[src/rtl/xor_selftest.sv]
// xor_selftest: walks every (a, b) pair through an external XOR, checks y_in, reports pass/error count/first failing vector
module xor_selftest #(
  parameter int WIDTH  = 1,
  parameter int SETTLE = 0,
  parameter int ERR_W  = 8
) (
  input  logic             clk,
  input  logic             rst,
  input  logic             start,
  output logic [WIDTH-1:0] a_out,
  output logic [WIDTH-1:0] b_out,
  input  logic [WIDTH-1:0] y_in,
  output logic             busy,
  output logic             done,
  output logic             pass,
  output logic [ERR_W-1:0] err_count,
  output logic [WIDTH-1:0] fail_a,
  output logic [WIDTH-1:0] fail_b,
  output logic [WIDTH-1:0] fail_y
);
  localparam int VW = 2 * WIDTH;
  localparam int CW = SETTLE > 0 ? $clog2(SETTLE + 1) : 1;
  typedef enum logic [1:0] {IDLE, RUN, DONE} state_t;
  state_t state_q, state_d;
  logic [VW-1:0] v_q, v_d;
  logic [CW-1:0] cnt_q, cnt_d;
  logic [ERR_W-1:0] err_q, err_d;
  logic pass_q, pass_d, mis;
  logic [WIDTH-1:0] fa_q, fa_d, fb_q, fb_d, fy_q, fy_d;
  assign busy      = state_q == RUN;
  assign done      = state_q == DONE;
  assign a_out     = busy ? v_q[VW-1:WIDTH] : '0;
  assign b_out     = busy ? v_q[WIDTH-1:0] : '0;
  assign mis       = y_in != (a_out ^ b_out);
  assign pass      = pass_q;
  assign err_count = err_q;
  assign fail_a    = fa_q;
  assign fail_b    = fb_q;
  assign fail_y    = fy_q;
  always_comb begin
    state_d = state_q;
    v_d     = v_q;
    cnt_d   = cnt_q;
    err_d   = err_q;
    pass_d  = pass_q;
    fa_d    = fa_q;
    fb_d    = fb_q;
    fy_d    = fy_q;
    if (state_q != RUN && start) begin
      state_d = RUN;
      v_d     = '0;
      cnt_d   = CW'(SETTLE);
      err_d   = '0;
      pass_d  = 1'b0;
      fa_d    = '0;
      fb_d    = '0;
      fy_d    = '0;
    end else if (state_q == RUN) begin
      if (cnt_q != '0) begin
        cnt_d = cnt_q - 1'b1;
      end else begin
        // err_q only ever grows during a run, so zero means no earlier mismatch
        if (mis) begin
          err_d = &err_q ? err_q : err_q + 1'b1;
          fa_d  = err_q == '0 ? a_out : fa_q;
          fb_d  = err_q == '0 ? b_out : fb_q;
          fy_d  = err_q == '0 ? y_in : fy_q;
        end
        if (&v_q) begin
          state_d = DONE;
          pass_d  = !mis && err_q == '0;
        end else begin
          v_d   = v_q + 1'b1;
          cnt_d = CW'(SETTLE);
        end
      end
    end
  end
  always_ff @(posedge clk) begin
    if (rst) begin
      state_q <= IDLE;
      v_q     <= '0;
      cnt_q   <= '0;
      err_q   <= '0;
      pass_q  <= 1'b0;
      fa_q    <= '0;
      fb_q    <= '0;
      fy_q    <= '0;
    end else begin
      state_q <= state_d;
      v_q     <= v_d;
      cnt_q   <= cnt_d;
      err_q   <= err_d;
      pass_q  <= pass_d;
      fa_q    <= fa_d;
      fb_q    <= fb_d;
      fy_q    <= fy_d;
    end
  end
endmodule
[config.mk]
export PLATFORM = sky130hd
export DESIGN_NAME = xor_selftest
export DESIGN_NICKNAME = d
export VERILOG_FILES = /design/src/rtl/xor_selftest.sv
export SDC_FILE = /design/constraint.sdc
export NUM_CORES = 1
export LEC_CHECK = 0
export CAP_MARGIN = 20
export CORE_MARGIN = 5
export CORE_UTILIZATION = 51
export CTS_CLUSTER_SIZE = 24
export DETAILED_ROUTE_END_ITERATION = 7
export PLACE_DENSITY = 0.82
export SKIP_LAST_GASP = 1
export SYNTH_ARGS = -nofsm -noshare
export SYNTH_HDL_FRONTEND = slang
export SYNTH_SLANG_ARGS = --single-unit
[constraint.sdc]
create_clock -name clk -period 4.4 [get_ports clk]
set_clock_uncertainty 0.05 [all_clocks]
set_input_delay 1.32 -clock clk [delete_from_list [all_inputs] [get_ports clk]]
set_output_delay 1.32 -clock clk [all_outputs]
set_load 0.03 [all_outputs]
* After elaboration in Yosys (flattened, before gate mapping) *
Index checks and enable logic that the tools add are counted.

word-level totals
  register bits = 17
  ROM bits = 0
  bits in writable memories = 0
  bits in latches = 0
  memories = 0

operators by class
  magnitude comparators = 0
  shift operators = 0
  reduce and logical (&&, ||, !) cells = 14
  multipliers = 0
  muxes and demuxes = 7
  div/mod/pow operators = 0
  bitwise gates (word level) = 4
  add/sub/neg operators = 3
  equality and inequality tests = 5

operators by type and width
  operator             count
  $reduce_and 4->1     3
  $add 8x1->8 const B  1
  $logic_not 8->1      1
  $reduce_and 8->1     1
  $mux 1               7
  $reduce_and 3->1     2
  $ne 2x1->1 const B   2
  $reduce_bool 2->1    2
  $not 1->1            3
  $add 2x1->2 const B  1
  $eq 2x1->1 const B   1
  $eq 2x2->1 const B   1
  $logic_and 1x1->1    2
  $reduce_and 2->1     1
  $reduce_or 2->1      1
  $logic_not 1->1      1
  $ne 1x1->1           1
  $sub 1x1->1 const B  1
  $xor 1x1->1          1

* Longest topological paths before layout *
  word-level depth = 6
  gate-level depth with buffers = 6
  depth with buffers taken out = 6

* Worst setup path before layout *
OpenSTA, ideal clock, no wires.

  path type = input-to-reg
  start point = in y_in
  end point = reg err_q[7], in the netlist err_count[7]
  library setup time = 0.136 ns
  setup slack = 1.806 ns
  arrival time = 2.408 ns
  buffers on the path = 1
  cell stages on the path = 5
  cell sequence = xnor3_1 nand2b_4 buf_2 o311ai_0 o41ai_1

on the way
  cells in the longest elaborated chain, start to end = 2

RTL lines
  element                     line  RTL
  from (decl)                 12    input logic [WIDTH-1:0] y_in,
  $ne 1x1->1                  34    assign mis = y_in != (a_out ^ b_out);
  $reduce_and 4->1 (no line)  --
  to (signal assigned)        93    err_q <= err_d;
  to (decl)                   27    logic [ERR_W-1:0] err_q, err_d;

No other way between the ends.
A chain may end at the register's enable or synchronous reset.

* Worst setup path after layout *
  start point = reg state_q[1]
  end point = out b_out

on the way
  cells in the longest elaborated chain, start to end = 2

RTL lines
  element                 line  RTL
  from (decl)             24    state_t state_q, state_d;
  from (signal assigned)  90    state_q <= state_d;
  $eq 2x1->1              30    assign busy = state_q == RUN;
  $mux 1                  33    assign b_out = busy ? v_q[WIDTH-1:0] : '0;
  to (decl)               11    output logic [WIDTH-1:0] b_out,

No other way between the ends.

==> results.md <==
* Setup crit start: state_q[1]
* I/O Buffers at 19
* Worst skew pair latency at 0.28 ns
* Pre-CTS setup slack at 1.20 ns
* Final Cycle Share at 73.2%
* Seq. cell area at 320 sq um
* Maximum VDD drop at 161 uV
* Vias at 780
* Slowest CP cell: clkdlybuf4s50_1
* Highest Clock Rate at 311 MHz
* Remaining DRCs at 0
* Gate Count Post-Synth at 96
* CP startpoint kind: flip-flop
* Max Cap Violations at 0
* Yosys Warn Count at 0
* Synthesized flop and latch total at 16
* Synth cell types at 32
* Worst-path maximum fanout at 7
* Area of the multi-input gates at 473 sq um
* Top cells by area, synth: dfxtp_1 39%, nand2_1 5.9%, a21oi_1 4.9%, mux2i_1 4.9%, o21ai_0 4.9%
* Core Region at 0.00152 sq mm
* Maximum number of pins on one net before global-route repair at 17
* Crit path max-delay family: buffers and inverters
* Die Area at 0.00252 sq mm
* HP Class: reg -> reg
* CP cell instances: nand2b_1 > inv_1 > and2_1 > clkdlybuf4s50_1
* Post-layout nets at 124
* Post-CTS Repair Setup Buffers at 0
* Initial antenna violation count at 0
* Period minus WS final at 3.22 ns
* # diodes at 0
* Root buf cell: clkbuf_4
* CTS tree: yes
* Critical path buffers and inverters at 2
* Final count of hold timing violations at 0
* I/O pin total at 20
* Pwr Density at 252 mW/mm^2
* Largest area contributor in the netlist: dfxtp_1
* First-pass GRT wire length at 3.05 mm
* # setup viols final at 0
* CP arrival at 1.85 ns
* Unrepaired setup endpoints after global routing: no
* Worst stage delay on the critical path at 0.66 ns
* Most common cell in the netlist: dfxtp_1
* DRT Pass-1 Iters at 4
* Dominant synthesized flop cell: dfxtp_1
* Synth top area share at 38.8%
* Routed WL at 1.70 mm
* Fillers at 130
* Outcome: complete, no violations
* Total CTS buffers at 3
* Final worst slack at 1.18 ns
* Post-synth ARST share at 0%
* PostCTS Resize Cnt at 0
* P_leak at 0.374 nW
* Worst slew pin tran at 0.835 ns
* CTS Hold Buffers Added at 0
* Initial core utilization at 54.1%
* Vias in the first global route at 687
* Share of cells above drive strength 1 at 3.48%
* Sequential-to-total area share from yosys stat at 38.8%
* CTS H-tree lvls at 1
* Avg Cell Area, Syn at 8.59 sq um
* CTS Buffer Depth at 2
* Setup CP Type: reg -> out
* Post-DR vias/cell at 5.95
* Worst-path clk slew at 0.09 ns
* Post-Syn Area at 825 sq um
* Synth-to-layout area growth at 26.7%
* CP endpoint kind: output port
* Syn nets at 103
* Global placement routability congestion at 0.792
* Setup_tns at 0 ns
* DR iter-0 viols at 24
* Overall Global Routing Usage at 15.4%
* Post-synth top cells: 16 x dfxtp_1, 13 x nand2_1, 8 x a21oi_1, 8 x o21ai_0
* Worst slew margin at 44.3%
* Routed WL per cell at 13.0 microns
* HP Start: fail_a
* R2R Path Start: state_q[1]
* CP Data Required Time at 3.03 ns
* Max Slew Vio Count at 0
* Row Count at 14
* Clock sinks at 16
* GRT overflow at 0
* EDFF count, synth at 0
* Die W at 50.2 microns
* DP HPWL at 1.24 mm
* Die Span Y at 50.2 microns
* Final ANT Viol Nets at 0
==> worst min-delay path, delay by kind of cell (launching register included) <==
kind          cells  cell delay, ns
flops             1            0.32
mux               1            0.05
simple gates      1            0.05
==> per-layer routing <==
| layer | global-route usage (%) | up-vias | part of all wire (%) |
|---|---|---|---|
| met1 | 19.6 | 365 | 47 |
| li1 | - | 390 | - |
| met5 | 0 | - | 0 |
| met3 | 5.62 | 2 | 6.1 |
| met4 | 6.55 | 0 | 0.76 |
| met2 | 23.2 | 23 | 46 |
==> path summary, 6_finish.rpt <==
| path | endpoint | slack [ns] | cells past startpoint |
|---|---|---|---|
| worst min-delay path | fail_a | 0.41 | 2 |
| worst max register to register | err_count[2] | 2.59 | 4 |
| worst min register to register | fail_a | 0.41 | 2 |
| worst max-delay path | b_out | 1.18 | 4 |
==> cells by family after synthesis <==
family	share of synthesized area [%]
flip-flops	38.8
AND/OR/NAND/NOR	24.4
XOR/XNOR	4.86
AO/OA/AOI/OAI	18.7
adder cells (fa/ha/maj)	4.55
buffers and inverters	3.79
multiplexers	4.86
==> placed cells by master (no fill, tap or decap), types with 2 or more instances in the layout <==
cell and n:
xnor2_1 2, nor2_1 5, inv_1 5, and2_1 2
ha_1 3, o311ai_0 2, o41ai_1 2, o21ai_0 8
clkdlybuf4s50_1 19, mux2i_1 4, dfxtp_1 16, nand2_1 13
o31ai_1 2, nand2b_1 2, or3_1 4, a21oi_1 8
clkbuf_4 3
==> flip-flops by register name (all words and copies together), names as in the netlist <==
| signal | count |
|---|---|
| state_q | 2 |
| pass | 1 |
| v_q | 2 |
| err_count | 8 |
| fail_b | 1 |
| fail_a | 1 |
| fail_y | 1 |
==> through the flow <==
step / hold WS (ns) / instance area [sq um] / cells / util (%) / power [mW]
finish: 0.413 / 1040 / 131 / 68.6 / 0.263
CTS: 0.413 / 1040 / 131 / 68.6 / 0.266
global route: 0.440 / 1040 / 131 / 68.6 / 0.280
floorplan: 0.392 / 825 / 96 / - / 0.179
detailed placement: 0.399 / 1020 / 128 / 67.1 / 0.191
global placement: 0.394 / 1020 / 128 / 67.1 / 0.189
==> layout make-up <==
class,instances,area share [%]
Multi-Input combinational cell,72,45.3
Clock buffer,3,2.16
Sequential cell,16,30.7
Tap cell,16,1.92
Inverter,5,1.80
Timing Repair Buffer,19,18.2
==> power breakdown <==
| part | switching (mW) | total (mW) | leakage (nW) | internal, mW |
|---|---|---|---|---|
| logic | 0.0205 | 0.0363 | 0.231 | 0.0158 |
| registers | 0.00331 | 0.151 | 0.129 | 0.147 |
| clock network | 0.0445 | 0.0763 | 0.0138 | 0.0318 |
(Power assumes the default switching activity.)
==> variant (same flow settings) <==
Make the reset (`rst`) asynchronous in one clocked block.
--- a/src/rtl/xor_selftest.sv
+++ b/src/rtl/xor_selftest.sv
@@ -76,7 +76,7 @@
       end
     end
   end
-  always_ff @(posedge clk) begin
+  always_ff @(posedge clk or posedge rst) begin
     if (rst) begin
       state_q <= IDLE;
       v_q     <= '0;
Function: differs if rst is asserted again (counterexample within 4 cycles, from zero or initial values and one cycle with rst high); with rst held inactive, the same outputs for 10 cycles.
==> variant against the original RTL <==
Synthesized cell count fell by 10%; count of clock-buffer cells in the layout did not move; cell count down 5.3%; global-route usage increased by 0.60 points; routed wire length increased by 11%; highest routed layer unchanged; first-iteration DRC count down 54%; via count decreased by 5.3%; worst setup slack got worse by 0.20 ns; die area is 5.1% higher; final area grew 5.9%; sequential cell count stayed put; critical endpoint unchanged; synthesized area grew 6.4%; critical path depth is the same.
Power is not compared: it rests on default switching activity, and its combinational part moved more than twofold at a synthesized area within 25%.
==> variant: results (changes against the original RTL) <==
** Run status
- The flow ran to the end, and the final reports show no timing, DRC or antenna violations.

** Setup path
- Worst Path Max Fanout :: 13 (+6)
- Worst flop-to-flop path endpoint :: fail_a
- Count of cells along the worst register-to-register path :: 6 (+2)
- Critical path arrival :: 2.05 ns (+0.20 ns)
- The worst register-to-register path begins at err_count[0].
- The reg-to-reg setup timing slack was 2.46 ns (-0.13 ns).

** Finish
- The share of post-route cells with drive strength above 1 came to 7.48% (+4.0 points).
- Number of nets in the layout :: 116 (-6.5%)
- The fill cell instance count of the final layout came to 138 (+6.2%).

** Route
- 1st-iter DRT viols :: 11 (-54%)
- Total detailed-routing wirelength :: 1890 µm (+11%)
- The average vias per placed instance was 5.96 (about the same).

** Place
- The half-perimeter wire length of the detailed placement result came to 1420 µm (+15%).
- The worst slack at placement was 1.29 ns (+0.0924 ns).
- The port buffer count is 19 (unchanged).
- Final weighted congestion of routability-driven global placement :: 0.772 (-2.5%)

** Synthesis
- Synth area leaders :: sky130_fd_sc_hd__dfrtp_1 (46%), sky130_fd_sc_hd__nand2_1 (4.7%), sky130_fd_sc_hd__mux2i_1 (4.6%)
- The sequential cell area fraction in the yosys report is 45.6% (+6.8 points).
- The synthesized net count is 93 (-9.7%).
- The commonest cells after synthesis are sky130_fd_sc_hd__dfrtp_1 (16), sky130_fd_sc_hd__nand2_1 (11), sky130_fd_sc_hd__inv_1 (6), sky130_fd_sc_hd__nand3_1 (6), sky130_fd_sc_hd__o21ai_0 (5).
- The most used flip-flop cell after synthesis is sky130_fd_sc_hd__dfrtp_1.
- The share of synthesized registers carrying an async set or reset was 100% (+100 points).
- Post-synthesis cell type count :: 30 (-6.3%)

** Worst hold path
- Worst Hold Endpoint :: fail_b
- The instance count along the most critical hold path was 1 (-1).
- Origin of the worst min-delay path :: fail_b

** GRT
- Via count of the first global-routing pass :: 704 (+2.5%)
- Overall global routing resource usage :: 16.0% (+0.60 points)
- The global-route wire length before repair is 3160 µm (+3.6%).

** CTS
- The maximum buffer depth of the clock tree is 2 (unchanged).
- The insertion delay to the later sink of the worst-skew pair was 0.28 ns (about the same).

** STA
- The headroom to the max-slew limit came to 58.8% (+14 points).
## variant: power by group through the flow
stage	Clock [mW]	Sequential (mW)	Combinational (mW)
6_report	0.0765	0.252	0.482
5_1_grt	0.0847	0.258	0.524
4_1_cts	0.0770	0.251	0.488
3_5_place_dp	0	0.253	0.483
3_3_place_gp	0	0.250	0.473
2_1_floorplan	0	0.304	0.276
## variant: worst max path at each step
stage                    start     to  slack (ns)
finish              state_q[1]  b_out        0.98
global route        state_q[1]  b_out        0.85
CTS                 state_q[1]  a_out        0.97
detailed placement  state_q[1]  b_out        1.29
global placement    state_q[1]  a_out        1.35
floorplan           state_q[1]  a_out        1.74
## variant: critical path, stage by stage, from the launching register on
cell                              delay [ns]
sky130_fd_sc_hd__dfrtp_1                0.38
sky130_fd_sc_hd__nand2b_1               0.19
sky130_fd_sc_hd__inv_1                  0.33
sky130_fd_sc_hd__and2_1                 0.20
sky130_fd_sc_hd__clkdlybuf4s50_1        0.67
## variant: per-layer routing
metal | track usage [%] | vias up | wire [µm]
met2 | 25.2 | 22 | 887
met4 | 6.55 | 0 | 29
met5 | 0 | - | 0
met3 | 3.50 | 4 | 86
met1 | 21.2 | 351 | 889
li1 | - | 362 | -
## variant: logic make-up after synthesis
family          Yosys count  synth area share (%)
mux                       7                  8.42
fa+ha+maj                 3                  4.28
buf+inv                   7                  3.14
xor+xnor                  2                  3.85
flops                    16                  45.6
simple gates             35                  20.5
compound gates           16                  14.1
## variant: area by class of cell
class	count	area share (%)
clock buffers	3	2.04
multi-input cells	63	40.6
inverters	6	2.04
flip-flops and latches	16	36.2
well taps	17	1.92
repair buffers	19	17.2
## variant: per-stage QoR
| stage | cell area (µm²) | total power, mW | utilization [%] | hold slack, ns | instances |
|---|---|---|---|---|---|
| 3_3_place_gp | 1080 | 0.722 | 64.1 | 0.439 | 121 |
| 3_5_place_dp | 1080 | 0.737 | 64.1 | 0.451 | 121 |
| 6_report | 1110 | 0.811 | 65.5 | 0.467 | 124 |
| 5_1_grt | 1110 | 0.867 | 65.5 | 0.485 | 124 |
| 2_1_floorplan | 877 | 0.580 | - | 0.424 | 86 |
| 4_1_cts | 1110 | 0.816 | 65.5 | 0.471 | 124 |
